$ cat src/rtl/note_env_sched.sv
// Single-voice note scheduler with attack/sustain/release amplitude envelope.
// Picks the lowest-index held key as owner, ramps env toward the volume
// level on tick strobes, and drives the high/low speaker amplitude pair.
module note_env_sched #(
  parameter int unsigned NKEYS   = 8,
  parameter int unsigned STEP    = 330,
  parameter int unsigned MAXLV   = 99,
  parameter int unsigned ATK_INC = 5,
  parameter int unsigned REL_DEC = 3
) (
  input  logic             clk,
  input  logic             rst_n,
  input  logic [NKEYS-1:0] key,
  input  logic [6:0]       vol_level,
  input  logic             tick,
  output logic [2:0]       note_idx,
  output logic             note_valid,
  output logic [6:0]       env,
  output logic [15:0]      high,
  output logic [15:0]      low,
  output logic [1:0]       state
);

  localparam logic [1:0] ST_IDLE    = 2'd0;
  localparam logic [1:0] ST_ATTACK  = 2'd1;
  localparam logic [1:0] ST_SUSTAIN = 2'd2;
  localparam logic [1:0] ST_RELEASE = 2'd3;

  localparam logic [6:0] MAXLV7 = 7'(MAXLV);
  localparam logic [7:0] ATK8   = 8'(ATK_INC);
  localparam logic [6:0] REL7   = 7'(REL_DEC);

  logic [1:0] state_q, state_d;
  logic [6:0] env_q, env_d;
  logic [2:0] idx_q, idx_d;

  logic [6:0] vol_eff;
  logic [7:0] climb_sum;
  logic [6:0] climb;
  logic [6:0] fall;
  logic [2:0] win;
  logic       any_key;
  logic       owner_held;

  // Clamp the requested volume and precompute the climb/fall candidates.
  always_comb begin
    vol_eff   = (vol_level > MAXLV7) ? MAXLV7 : vol_level;
    climb_sum = {1'b0, env_q} + ATK8;
    climb     = (climb_sum >= {1'b0, vol_eff}) ? vol_eff : climb_sum[6:0];
    fall      = (env_q > REL7) ? (env_q - REL7) : 7'd0;
  end

  // Lowest-index held key wins; evaluated every cycle.
  always_comb begin
    win     = '0;
    any_key = 1'b0;
    for (int unsigned i = 0; i < NKEYS; i++) begin
      if (key[i] && !any_key) begin
        win     = 3'(i);
        any_key = 1'b1;
      end
    end
    owner_held = key[idx_q];
  end

  // Next-state and envelope update. The env rule always follows the current
  // (pre-transition) state, so transitions only override state/owner.
  always_comb begin
    state_d = state_q;
    env_d   = env_q;
    idx_d   = idx_q;
    case (state_q)
      ST_IDLE: begin
        if (any_key) begin
          state_d = ST_ATTACK;
          idx_d   = win;
        end
      end
      ST_ATTACK: begin
        if (tick) env_d = climb;
        if (!owner_held) begin
          if (any_key) begin
            state_d = ST_ATTACK;
            idx_d   = win;
          end else begin
            state_d = ST_RELEASE;
          end
        end else if (tick && (climb == vol_eff)) begin
          state_d = ST_SUSTAIN;
        end
      end
      ST_SUSTAIN: begin
        if (vol_eff < env_q)            env_d = vol_eff;
        else if (vol_eff > env_q && tick) env_d = climb;
        if (!owner_held) begin
          if (any_key) begin
            state_d = ST_ATTACK;
            idx_d   = win;
          end else begin
            state_d = ST_RELEASE;
          end
        end
      end
      default: begin
        if (tick) env_d = fall;
        if (any_key) begin
          state_d = ST_ATTACK;
          idx_d   = win;
        end else if (tick && (fall == 7'd0)) begin
          state_d = ST_IDLE;
        end
      end
    endcase
  end

  // State registers with asynchronous active-low reset.
  always_ff @(posedge clk or negedge rst_n) begin
    if (!rst_n) begin
      state_q <= ST_IDLE;
      env_q   <= '0;
      idx_q   <= '0;
    end else begin
      state_q <= state_d;
      env_q   <= env_d;
      idx_q   <= idx_d;
    end
  end

  // Outputs derived directly from the registered state.
  always_comb begin
    state      = state_q;
    env        = env_q;
    note_idx   = idx_q;
    note_valid = (state_q != ST_IDLE);
    high       = 16'(32'(env_q) * STEP);
    low        = 16'hFFFF - high;
  end

endmodule

$ cat config.mk
export PLATFORM = sky130hd
export DESIGN_NAME = note_env_sched
export DESIGN_NICKNAME = d
export VERILOG_FILES = /design/src/rtl/note_env_sched.sv
export SDC_FILE = /design/constraint.sdc
export NUM_CORES = 1
export LEC_CHECK = 0
export BUFFER_PORTS_ARGS = -buffer_cell sky130_fd_sc_hd__buf_2
export CAP_MARGIN = 10
export CORE_MARGIN = 3
export CORE_UTILIZATION = 25
export CTS_CLUSTER_DIAMETER = 150
export DETAILED_ROUTE_END_ITERATION = 8
export PLACE_DENSITY_LB_ADDON = 0.25
export SYNTH_ARGS = -nofsm -noshare
export SYNTH_HDL_FRONTEND = slang
export SYNTH_SLANG_ARGS = --single-unit
$ cat constraint.sdc
create_clock -name clk -period 3.8 [get_ports clk]
set_input_delay 0.38 -clock clk [delete_from_list [all_inputs] [get_ports clk]]
set_output_delay 0.38 -clock clk [all_outputs]
set_load 0.1 [all_outputs]
==> flow_summary.json, run 1 <==
{
  "cts_made_buffers": 3,
  "ys.warnings.count": 0,
  "synth_area_leaders": "ha_1 (24%), dfrtp_1 (12%), inv_1 (6.7%)",
  "grt_usage": 0.1259,
  "syn-cell-area_um2": 2537,
  "drive_gt1_frac": 0.4149,
  "dieHeight_um": 106.7,
  "cts_tree": "done",
  "cp.required_ns": 3.42,
  "end_kind": "output pin",
  "die-area_um2": 11390,
  "avgSynthCellArea_um2": 8.402,
  "vias_per_cell": 4.823,
  "wire_per_inst_um": 13.64,
  "holdWs_ns": 0.005073,
  "worst_clock_skew_ns": 0.002862,
  "syn-num-nets": 372,
  "n_antenna_cell": 0,
  "max_stage_delay_ns": 0.52,
  "grt_overflow": 0,
  "drv_slew": 0,
  "die_width_um": 106.7,
  "max_freq_ghz": 0.2358,
  "cp-start-kind": "register",
  "setup_viol": 12,
  "period_needed_ns": 4.241,
  "synth_edf_count": 0,
  "routed-via-count": 2513,
  "syn_inst": 302,
  "synth_ff_type": "dfrtp_1",
  "crit_fanout": 2,
  "clockRootBuffer": "clkbuf_8",
  "yosysMostFrequentCell": "ha_1",
  "cp_top_family": "adder cells",
  "fin_util": 0.3874,
  "setup_tns_ns": -3.151,
  "syn_to_final_growth_pct": 49.90,
  "drt_iter0_drc": 102,
  "synth_top_area_share": 0.2367,
  "final_nets": 459,
  "dr.pass1.iters": 4,
  "finalWirelength_um": 7106,
  "grt_max_degree": 15,
  "clkTransAtPathRegs_ns": 0.05,
  "hold_viol_final": 0,
  "path_buf_inv": 4,
  "gp_congestion": 0.8612,
  "io_buffers": 60,
  "dp_hpwl_um": 6123,
  "core_um2": 9819,
  "first_global_vias": 2572,
  "grt_setup_unrepaired": "yes",
  "initial_utilization": 0.2584,
  "setup_slack_ns": -0.4413,
  "slowest_stage": "fa_2",
  "synth_common_cells": "ha_1 (48), inv_1 (45), nand2_1 (20)",
  "status": "complete, but fails checks",
  "clock_path_buffers": 2,
  "worstMarginPinSlew_ns": 0.9241,
  "fin_crit_sh": 1.116,
  "ys_ff_latch": 12,
  "fp-row-count": 36,
  "seq_area_frac_synth": 0.1183,
  "drv_cap": 0,
  "antenna_found_initial": 0,
  "dp_slack_ns": -0.2272,
  "max-slew-margin-rel": 0.3783,
  "clkSinkCount": 12,
  "ios": 63,
  "clk_latency_ns": 0.24,
  "crit_chain": "ha_4 > fa_1 > ha_1 > inv_2 > fa_2 > inv_2 > ha_4 > a21o_1 > a31o_2 > a211o_1 > a21oi_4 > o2bb2ai_2 > buf_6 > xor2_4 > buf_12",
  "drc": 0,
  "hp-class": "input pin to async pin",
  "drtAntennaViolNets": 0,
  "critPathKind": "register to output pin",
  "cts.htree.levels": 1,
  "async_reset_ff_frac": 1.000,
  "violations": "setup timing",
  "synth_area_leader_cell": "ha_1",
  "cp.arrival_ns": 3.86,
  "grt_pass1_wl_um": 11940,
  "synth_cell_types": 65
}
[what timing repair did]
| item | CTS | global route |
|---|---|---|
| pin swaps | 4 | 7 |
| endpoints found under the setup margin | 11 | 12 |
| setup buffers | 1 | 2 |
| hold buffers | 0 | 0 |
| gates resized for setup | 5 | 7 |
[through the flow]
| step | instance area [µm²] | cells |
|---|---|---|
| 2_1_floorplan | 2879 | 302 |
| 3_3_place_gp | 3682 | 515 |
| 3_5_place_dp | 3682 | 515 |
| 4_1_cts | 3771 | 520 |
| 5_1_grt | 3804 | 521 |
| 6_report | 3804 | 521 |
[flip-flops by register name, indices dropped and copies added, names as in the netlist]
signal and flops:
note_idx 3, env 7, state 2
[layout by cell type, fill, tap and decap left out, drive strengths merged, types with 3 or more instances in the layout]
master,instances
nand2,21
a22oi,7
a211o,3
nor2,18
dfrtp,12
nand3,8
nor4,3
clkbuf,4
clkinvlp,3
nor2b,3
xnor2,18
mux2,3
o221ai,4
buf,94
a21o,3
o21ai,13
o2bb2ai,3
xor2,7
nor3,5
fa,4
inv,42
a21oi,16
a31oi,4
nand4,3
ha,48
[worst register-to-register path, stage by stage (launching register included)]
cell and delay [ns]:
dfrtp_4 0.56, ha_1 0.24, o21ai_0 0.21, xnor2_1 0.21, ha_1 0.30, a211oi_1 0.33, o2111ai_1 0.18, a311oi_2 0.30
buf_4 0.19, o221ai_1 0.12, o2bb2ai_1 0.27, mux2_2 0.37
[final timing paths]
kind	start	to	slack, ns	depth (start not counted)
max	env[6]	low[15]	-0.44	15
min	rst_n	state[1]	0.005	1
max reg2reg	env[0]	state[1]	0.40	11
min reg2reg	state[1]	state[1]	0.59	1
max in group asynchronous	rst_n	env[6]	3.55	1
min in group clk	key[0]	note_idx[1]	0.43	4
[layer usage]
metal  track usage  wire length (µm)  up-vias
li1              -                 -     1242
met1        0.1616              3075     1184
met2        0.2316              3603       79
met3       0.01505               366        8
met4       0.01553                59        0
met5             0                 0        -
[final cells by class]
cell class	instances	area, µm²
Sequential cell	12	316.6
Fill cell	1033	6016
Timing Repair Buffer	94	777.0
Multi-Input combinational cell	232	2305
Tap cell	133	166.4
Clock buffer	4	55.05
Inverter	46	183.9
[cells by family (layout without fill, tap and decap cells)]
group | Yosys count | after routing | synth area share
compound gates | 77 | 77 | 0.2372
xor+xnor | 25 | 25 | 0.08925
fa+ha+maj | 52 | 52 | 0.2682
buf+inv | 58 | 144 | 0.1129
flops | 12 | 12 | 0.1183
mux | 6 | 6 | 0.03501
other cells | 2 | 2 | 0.002960
simple gates | 70 | 70 | 0.1361
Power of run 1 is not shown: default switching activity piles up to over one toggle a cycle in this logic, so the estimate is an artifact.
==> run 2: changes to the inputs <==
--- a/config.mk
+++ b/config.mk
@@ -6,7 +6,7 @@
 export NUM_CORES = 1
 export LEC_CHECK = 0
 export BUFFER_PORTS_ARGS = -buffer_cell sky130_fd_sc_hd__buf_2
-export CAP_MARGIN = 10
+export CAP_MARGIN = 30
 export CORE_MARGIN = 3
 export CORE_UTILIZATION = 25
 export CTS_CLUSTER_DIAMETER = 150
@@ -15,3 +15,4 @@
 export SYNTH_ARGS = -nofsm -noshare
 export SYNTH_HDL_FRONTEND = slang
 export SYNTH_SLANG_ARGS = --single-unit
+export TNS_END_PERCENT = 5
==> flow_summary.json, run 2 (synthesized netlist as in run 1, its figures left out) <==
{
  "cts_made_buffers": 3,
  "dr.pass1.iters": 4,
  "core_um2": 9819,
  "cp.arrival_ns": 3.80,
  "cts_tree": "done",
  "routed-via-count": 2448,
  "max_freq_ghz": 0.2394,
  "dp_hpwl_um": 5882,
  "r2r-start": "env[0]",
  "hold_buffers": 0,
  "multi_input_area_um2": 2180,
  "grt_overflow": 0,
  "slowest_stage": "fa_2",
  "final_common_cell": "buf_2",
  "setup_slack_ns": -0.3773,
  "die_width_um": 106.7,
  "cp.required_ns": 3.42,
  "fill_cells": 1027,
  "hold_viol_final": 0,
  "finalWirelength_um": 6837,
  "grt_pass1_wl_um": 11580,
  "post_cts.repair.setup_buffers": 0,
  "fp-row-count": 36,
  "drt_iter0_drc": 104,
  "worst_clock_skew_ns": 0.001686,
  "end_kind": "output pin",
  "setup_viol": 11,
  "first_global_vias": 2469,
  "r2r_cells": 11,
  "cp-endpoint": "low[15]",
  "wire_per_inst_um": 13.25,
  "cts.htree.levels": 1,
  "gp_congestion": 0.8231,
  "clkSinkCount": 12,
  "initial_utilization": 0.2584,
  "crit_chain": "ha_4 > fa_1 > ha_1 > inv_1 > fa_2 > inv_2 > ha_4 > a21o_1 > a31o_2 > a211o_1 > a21oi_4 > o2bb2ai_2 > xor2_4 > buf_12",
  "period_needed_ns": 4.177,
  "io_buffers": 60,
  "max_stage_delay_ns": 0.52,
  "vias_per_cell": 4.744,
  "violations": "setup timing",
  "clockRootBuffer": "clkbuf_8",
  "grt_setup_unrepaired": "yes",
  "n_antenna_cell": 0,
  "clk_latency_ns": 0.24,
  "max-slew-margin-rel": 0.3761,
  "clock_path_buffers": 2,
  "critPathKind": "register to output pin",
  "status": "complete, but fails checks",
  "drc": 0,
  "drv_cap": 0,
  "grt_usage": 0.1221,
  "critPathLaunch": "env[4]",
  "antenna_found_initial": 0,
  "holdWs_ns": 0.01485,
  "rrSetupSlack_ns": 0.37,
  "hp-class": "input pin to async pin",
  "drv_slew": 0,
  "fin_crit_sh": 1.099,
  "drive_gt1_frac": 0.3838,
  "final_nets": 454,
  "dieHeight_um": 106.7,
  "largest_reg_flops": 7,
  "drtAntennaViolNets": 0,
  "ios": 63,
  "setup_tns_ns": -2.623,
  "clkTransAtPathRegs_ns": 0.05,
  "crit_fanout": 2,
  "layout_common_cells": "buf_2 (46), ha_1 (45), inv_1 (38)",
  "syn_to_final_growth_pct": 43.20,
  "die-area_um2": 11390,
  "r2r_end": "state[1]",
  "worstMarginPinSlew_ns": 0.9272,
  "seqCellArea_um2": 316.6,
  "grt_max_degree": 15,
  "cp_common_cell": "ha_4",
  "cp-start-kind": "register"
}
## run 2: changes by cell type in the layout (fill, tap and decap cells not counted), sizes merged
| cell | delta |
|---|---|
| buf | -5 |
| clkinvlp | -1 |
| inv | +1 |
## run 2: worst min path at each step
stage	from	end	cells past startpoint	slack (ns)
floorplan	rst_n	env[1]	0	0.08
global placement	rst_n	state[1]	1	0.27
detailed placement	rst_n	state[1]	1	0.27
CTS	rst_n	state[1]	1	0.02
global route	rst_n	state[1]	1	0.03
finish	rst_n	state[1]	1	0.01
## run 2: metrics by stage
stage          utilization  instances  area [µm²]  worst slack (ns)
6_report            0.3700        516        3633           -0.3773
5_1_grt             0.3700        516        3633           -0.4887
4_1_cts             0.3700        516        3633           -0.3972
3_5_place_dp        0.3624        512        3558           -0.2276
3_3_place_gp        0.3624        512        3558           -0.1902
2_1_floorplan            -        302        2778           -0.7930
## run 2: cell type report
class | instances | area share
Multi-Input combinational cell | 232 | 0.5999
Timing Repair Buffer | 89 | 0.2025
Sequential cell | 12 | 0.08712
Inverter | 46 | 0.04959
Tap cell | 133 | 0.04580
Clock buffer | 4 | 0.01515
## run 2: layer usage
layer | vias up | routed length (µm) | track usage
li1 | 1227 | - | -
met1 | 1153 | 3072 | 0.1583
met2 | 66 | 3463 | 0.2244
met3 | 2 | 293 | 0.01445
met4 | 0 | 7 | 0.01187
met5 | - | 0 | 0
## run 2: critical path, delay by kind of cell, from the launching register on
family                     cells  cell delay, ns
AOI/OAI and AO/OA              5            1.03
DFF                            1            0.49
buffers and inverters          3            0.27
adders and majority gates      5            1.57
xor gates and xnor gates       1            0.19
## run 2: what timing repair did
action | CTS | global route
hold endpoints to repair | 0 | 0
gates resized for setup | 6 | 1
pin swaps | 5 | 0
endpoints found under the setup margin | 12 | 13
Power of run 2 is left out for the same reason.
